$ cat src/rtl/cust_gen_pkg.sv
// Shared definitions for the customer generator: field widths, FSM encoding,
// the customer payload and the ticket wrap helper.
package cust_gen_pkg;

    localparam int unsigned NUM_W  = 4;
    localparam int unsigned TIME_W = 4;
    localparam int unsigned ST_W   = 2;
    localparam int unsigned REJ_W  = 4;

    localparam logic [ST_W-1:0] ST_IDLE    = 2'd0;
    localparam logic [ST_W-1:0] ST_ISSUE   = 2'd1;
    localparam logic [ST_W-1:0] ST_RELEASE = 2'd2;

    localparam logic [REJ_W-1:0] REJ_MAX = 4'd15;

    typedef struct packed {
        logic [NUM_W-1:0]  num;
        logic [TIME_W-1:0] svc_time;
    } cust_t;

    // Next ticket number: 1..tmax, then back to 1.
    function automatic logic [NUM_W-1:0] next_ticket(input logic [NUM_W-1:0] t,
                                                     input logic [NUM_W-1:0] tmax);
        return (t >= tmax) ? NUM_W'(1) : t + NUM_W'(1);
    endfunction

endpackage

$ cat src/rtl/cust_gen_btn_debounce.sv
// Two-flop synchroniser plus counter debounce for the arrival button.
// Produces the accepted (stable) level and a one-cycle pulse on its rising edge.
module btn_debounce
    import cust_gen_pkg::*;
#(
    parameter int unsigned DB_CYCLES = 4
) (
    input  logic clk,
    input  logic rst,
    input  logic btn,
    output logic level,
    output logic rise
);

    localparam int unsigned CNT_W = (DB_CYCLES > 1) ? $clog2(DB_CYCLES) : 1;
    localparam logic [CNT_W-1:0] CNT_LAST = CNT_W'(DB_CYCLES - 1);

    logic             sync1;
    logic             sync2;
    logic             level_q;
    logic             rise_q;
    logic [CNT_W-1:0] cnt;

    // Bring the raw button into the clk domain.
    always_ff @(posedge clk or posedge rst) begin
        if (rst) begin
            sync1 <= 1'b0;
            sync2 <= 1'b0;
        end else begin
            sync1 <= btn;
            sync2 <= sync1;
        end
    end

    // Accept a new level only after it has persisted DB_CYCLES cycles.
    always_ff @(posedge clk or posedge rst) begin
        if (rst) begin
            level_q <= 1'b0;
            rise_q  <= 1'b0;
            cnt     <= '0;
        end else begin
            rise_q <= 1'b0;
            if (sync2 != level_q) begin
                if (cnt == CNT_LAST) begin
                    level_q <= sync2;
                    rise_q  <= sync2;
                    cnt     <= '0;
                end else begin
                    cnt <= cnt + CNT_W'(1);
                end
            end else begin
                cnt <= '0;
            end
        end
    end

    assign level = level_q;
    assign rise  = rise_q;

endmodule

$ cat src/rtl/cust_gen.sv
// Customer generator: turns debounced button presses into ticketed customers
// for the downstream queue, rejecting when the queue is full.
module cust_gen
    import cust_gen_pkg::*;
#(
    parameter int unsigned DB_CYCLES  = 4,
    parameter int unsigned TICKET_MAX = 15
) (
    input  logic              clk,
    input  logic              rst,
    input  logic              btn,
    input  logic [TIME_W-1:0] sw_time,
    input  logic              full_in,
    output logic              out_valid,
    output logic [NUM_W-1:0]  out_num,
    output logic [TIME_W-1:0] out_time,
    output logic              rej_pulse,
    output logic              err_pulse,
    output logic [REJ_W-1:0]  rej_cnt
);

    localparam logic [NUM_W-1:0] TICKET_TOP = NUM_W'(TICKET_MAX);

    logic              btn_level;
    logic              btn_rise;

    logic [ST_W-1:0]   state;
    logic [ST_W-1:0]   state_nxt;
    logic [TIME_W-1:0] time_q;
    logic [TIME_W-1:0] time_nxt;
    logic [NUM_W-1:0]  ticket;
    logic [NUM_W-1:0]  ticket_nxt;
    cust_t             cust_q;
    cust_t             cust_nxt;
    logic              valid_nxt;
    logic              rej_nxt;
    logic              err_nxt;
    logic [REJ_W-1:0]  rej_cnt_nxt;

    btn_debounce #(
        .DB_CYCLES (DB_CYCLES)
    ) u_debounce (
        .clk   (clk),
        .rst   (rst),
        .btn   (btn),
        .level (btn_level),
        .rise  (btn_rise)
    );

    // FSM state register and the registered datapath / outputs.
    always_ff @(posedge clk or posedge rst) begin
        if (rst) begin
            state     <= ST_IDLE;
            time_q    <= '0;
            ticket    <= NUM_W'(1);
            cust_q    <= '0;
            out_valid <= 1'b0;
            rej_pulse <= 1'b0;
            err_pulse <= 1'b0;
            rej_cnt   <= '0;
        end else begin
            state     <= state_nxt;
            time_q    <= time_nxt;
            ticket    <= ticket_nxt;
            cust_q    <= cust_nxt;
            out_valid <= valid_nxt;
            rej_pulse <= rej_nxt;
            err_pulse <= err_nxt;
            rej_cnt   <= rej_cnt_nxt;
        end
    end

    // Next-state and next-output decode; a press is served once, then the
    // button must be released before the next customer.
    always_comb begin
        state_nxt   = state;
        time_nxt    = time_q;
        ticket_nxt  = ticket;
        cust_nxt    = cust_q;
        valid_nxt   = 1'b0;
        rej_nxt     = 1'b0;
        err_nxt     = 1'b0;
        rej_cnt_nxt = rej_cnt;
        case (state)
            ST_IDLE: begin
                if (btn_rise) begin
                    if (sw_time == '0) begin
                        err_nxt = 1'b1;
                    end else begin
                        time_nxt  = sw_time;
                        state_nxt = ST_ISSUE;
                    end
                end
            end
            ST_ISSUE: begin
                if (!full_in) begin
                    valid_nxt         = 1'b1;
                    cust_nxt.num      = ticket;
                    cust_nxt.svc_time = time_q;
                    ticket_nxt        = next_ticket(ticket, TICKET_TOP);
                end else begin
                    rej_nxt = 1'b1;
                    if (rej_cnt != REJ_MAX) begin
                        rej_cnt_nxt = rej_cnt + REJ_W'(1);
                    end
                end
                state_nxt = ST_RELEASE;
            end
            ST_RELEASE: begin
                if (!btn_level) begin
                    state_nxt = ST_IDLE;
                end
            end
            default: begin
                state_nxt = ST_IDLE;
            end
        endcase
    end

    assign out_num  = cust_q.num;
    assign out_time = cust_q.svc_time;

endmodule

$ cat config.mk
export PLATFORM = sky130hd
export DESIGN_NAME = cust_gen
export DESIGN_NICKNAME = d
export VERILOG_FILES = /design/src/rtl/cust_gen_pkg.sv /design/src/rtl/cust_gen_btn_debounce.sv /design/src/rtl/cust_gen.sv
export SDC_FILE = /design/constraint.sdc
export NUM_CORES = 1
export LEC_CHECK = 0
export BUFFER_PORTS_ARGS = -buffer_cell sky130_fd_sc_hd__buf_2
export CAP_MARGIN = 10
export CORE_MARGIN = 3
export CORE_UTILIZATION = 48
export DETAILED_ROUTE_END_ITERATION = 7
export PLACE_DENSITY = 0.79
export SYNTH_ARGS = -nofsm -noshare
export SYNTH_HDL_FRONTEND = slang
export SYNTH_SLANG_ARGS = --single-unit
$ cat constraint.sdc
create_clock -name clk -period 1.85 [get_ports clk]
set_input_delay 0.185 -clock clk [delete_from_list [all_inputs] [get_ports clk]]
set_output_delay 0.185 -clock clk [all_outputs]
set_load 0.03 [all_outputs]
==> qor.txt <==
Yosys cell types: 27
Worst Setup Start Kind: flop
critical path type: flop to flop
area leader, netlist: dfrtp_1
maximum clock frequency: 716.2 MHz
largest net degree at the start of global routing: 32
reg2reg end: time_q[1]
Max-Cap Viols: 0
Post-CTS Hold Buffers: 2
Port Buffer Count: 22
H-tree levels: 2
Final WS setup: 0.4537 ns
Leak Pwr: 0.7608 nW
CTS tree: built
mapped cell area: 1234 µm²
R2R depth: 3
CP max-delay cell: nor3b_2
NumNets Final: 130
final hold violation count: 0
CTS root buf: clkbuf_4
gr ovfl total: 0
initial antenna violation count: 0
synth-to-layout area growth: 18.46%
most common cell in the netlist: dfrtp_1
relative slew slack: 63.78%
Finished Cell Area: 1461 µm²
Vias: 787
core area: 2318 µm²
Final Cycle Share: 75.48%
Max Root-Sink Buffers: 2
Starting Density: 53.21%
register area share after synthesis: 62.98%
post-route ant nets: 0
RSZ-0062 raised after global routing: false
Seq cells post-synth: 31
Via density: 5.318
ratio of cells with drive above 1 in the final layout: 32.50%
clock sinks: 31
crit path cell chain: nor3b_2, o31ai_1, a22o_1
outcome: finished clean
ys async rst share: 100.0%
Yosys top cell area share: 60.85%
ys flop type: dfrtp_1
drt total wl: 2.003 mm
# setup viols final: 0
Num CTS Buffers: 5
Post CTS Setup Buffer Count: 0
Worst Path Max Fanout: 10
critical path's largest stage delay: 0.50 ns
Final Critical Period: 1.396 ns
ranking of synthesized cells by area: dfrtp_1, mux2_1, mux2_2
fin. max-slew vios: 0
reg-to-reg slack, setup: 0.45 ns
CP Capture Type: flop
Core Util, Final: 63.03%
num ports: 23
ANT cells: 0
Final Wtd Congestion: 0.6904
reg-to-reg startpoint: state[0]
Setup Skew: 0.01465 ns
Post-synth EDFFs: 0
Avg Inst Size Synth: 14.02 µm²
Setup crit end: time_q[1]
maximum vdd drop: 0.7429 mV
Cell Rows: 17
clock-pin slew of the registers on the worst-case setup and hold paths: 0.10 ns
Post-Place Cell Area: 1381 µm²
CTS resizes: 0
total power: 0.001887 W
drt first pass iters: 4
GRT Resource Usage Total: 14.24%
Mapped Cells: 88
worst slack, placed: 0.4519 ns
Worst Path Required: 2.07 ns
synth warn: 0
first-pass GRT wire length: 3.470 mm
DP Wirelength: 1.472 mm
Initial DRC Count: 23
WL/cell: 13.53 µm
die area: 3214 µm²
PwrDens: 1291 nW/µm²
Remaining DRCs: 0
CP Data Arrival Time: 1.61 ns
Final TNS setup: 0 ns
worst hold path type: input pin to flop
number of global-route vias before repair: 794
Die H: 56.70 µm
Die X-Extent: 56.70 µm
critical path launch point: state[0]
Mapped Nets: 99
Worst Max-Slew Pin Slew: 0.5410 ns
top cells by count, synth: dfrtp_1, mux2_1, mux2_2, o31ai_1
clk_lat worst skew: 0.32 ns
-- layer usage --
layer,wire (µm),track usage (%),part of all wire (%),vias to the layer above
li1,-,-,-,380
met5,0,0,0,-
met1,859,16.79,43,385
met3,111,5.057,5.5,2
met2,1014,23.27,51,20
met4,19,6.102,0.95,0
-- worst max-delay path, delay by kind of cell, from the launching register on --
kind	cells	cell delay [ns]
AO/OA/AOI/OAI	2	0.36
flip-flops	1	0.44
AND/OR/NAND/NOR	1	0.50
-- report_power, final --
group | total [W] | internal [W] | switching, W
combinational | 0.000511 | 0.000214 | 0.000297
clock | 0.000394 | 0.000184 | 0.000210
sequential | 0.000983 | 0.000857 | 0.000126
-- flip-flops by register name, summed over array words and instances (netlist names), 2 cells and up --
name / count
time_q: 4
out_num: 4
out_time: 4
state: 2
u_debounce.cnt: 2
ticket: 4
rej_cnt: 4
-- layout by cell type (no fill, tap or decap), drive strengths merged, types with 2 or more instances in the layout --
cell,instances
a21oi,2
nor3b,2
nand3,3
and3b,2
mux2,11
o31ai,5
a22o,4
ha,3
dfrtp,30
xnor2,3
nand2,4
inv,2
nor2b,3
o21ai,2
clkbuf,7
buf,24
dlygate4sd3,2
-- kinds of logic after synthesis --
family	after synthesis	synth area share, %
AOI/OAI and AO/OA	15	8.621
adders and majority gates	3	3.043
DFF	31	62.98
xor gates and xnor gates	3	2.130
buffers and inverters	4	1.623
muxes	12	10.85
and+or+nand+nor	20	10.75
-- stage by stage --
stage	std cells	hold slack, ns
after global placement	138	0.2711
after CTS	148	0.1373
final	148	0.1501
after global routing	148	0.1410
after floorplan	88	0.2164
after detailed placement	138	0.2798
-- layout make-up --
cell class / instances / area [µm²]
Timing Repair Buffer: 26 / 145.1
Sequential cell: 31 / 777.0
Clock inverter: 1 / 5.005
Inverter: 2 / 7.507
Tap cell: 28 / 35.03
Clock buffer: 7 / 55.05
Fill cell: 199 / 857.1
Multi-Input combinational cell: 53 / 436.7
-- worst min path at each step --
| stage | startpoint | endpoint | slack (ns) | depth (start not counted) |
|---|---|---|---|---|
| after detailed placement | rst | rej_cnt[0] | 0.28 | 3 |
| after global placement | rst | rej_cnt[0] | 0.27 | 3 |
| after CTS | sw_time[0] | time_q[0] | 0.14 | 2 |
| after floorplan | btn | u_debounce.sync1 | 0.22 | 0 |
| final | sw_time[0] | time_q[0] | 0.15 | 2 |
| after global routing | sw_time[2] | time_q[2] | 0.14 | 2 |
Power figures use the tool's default switching activity.
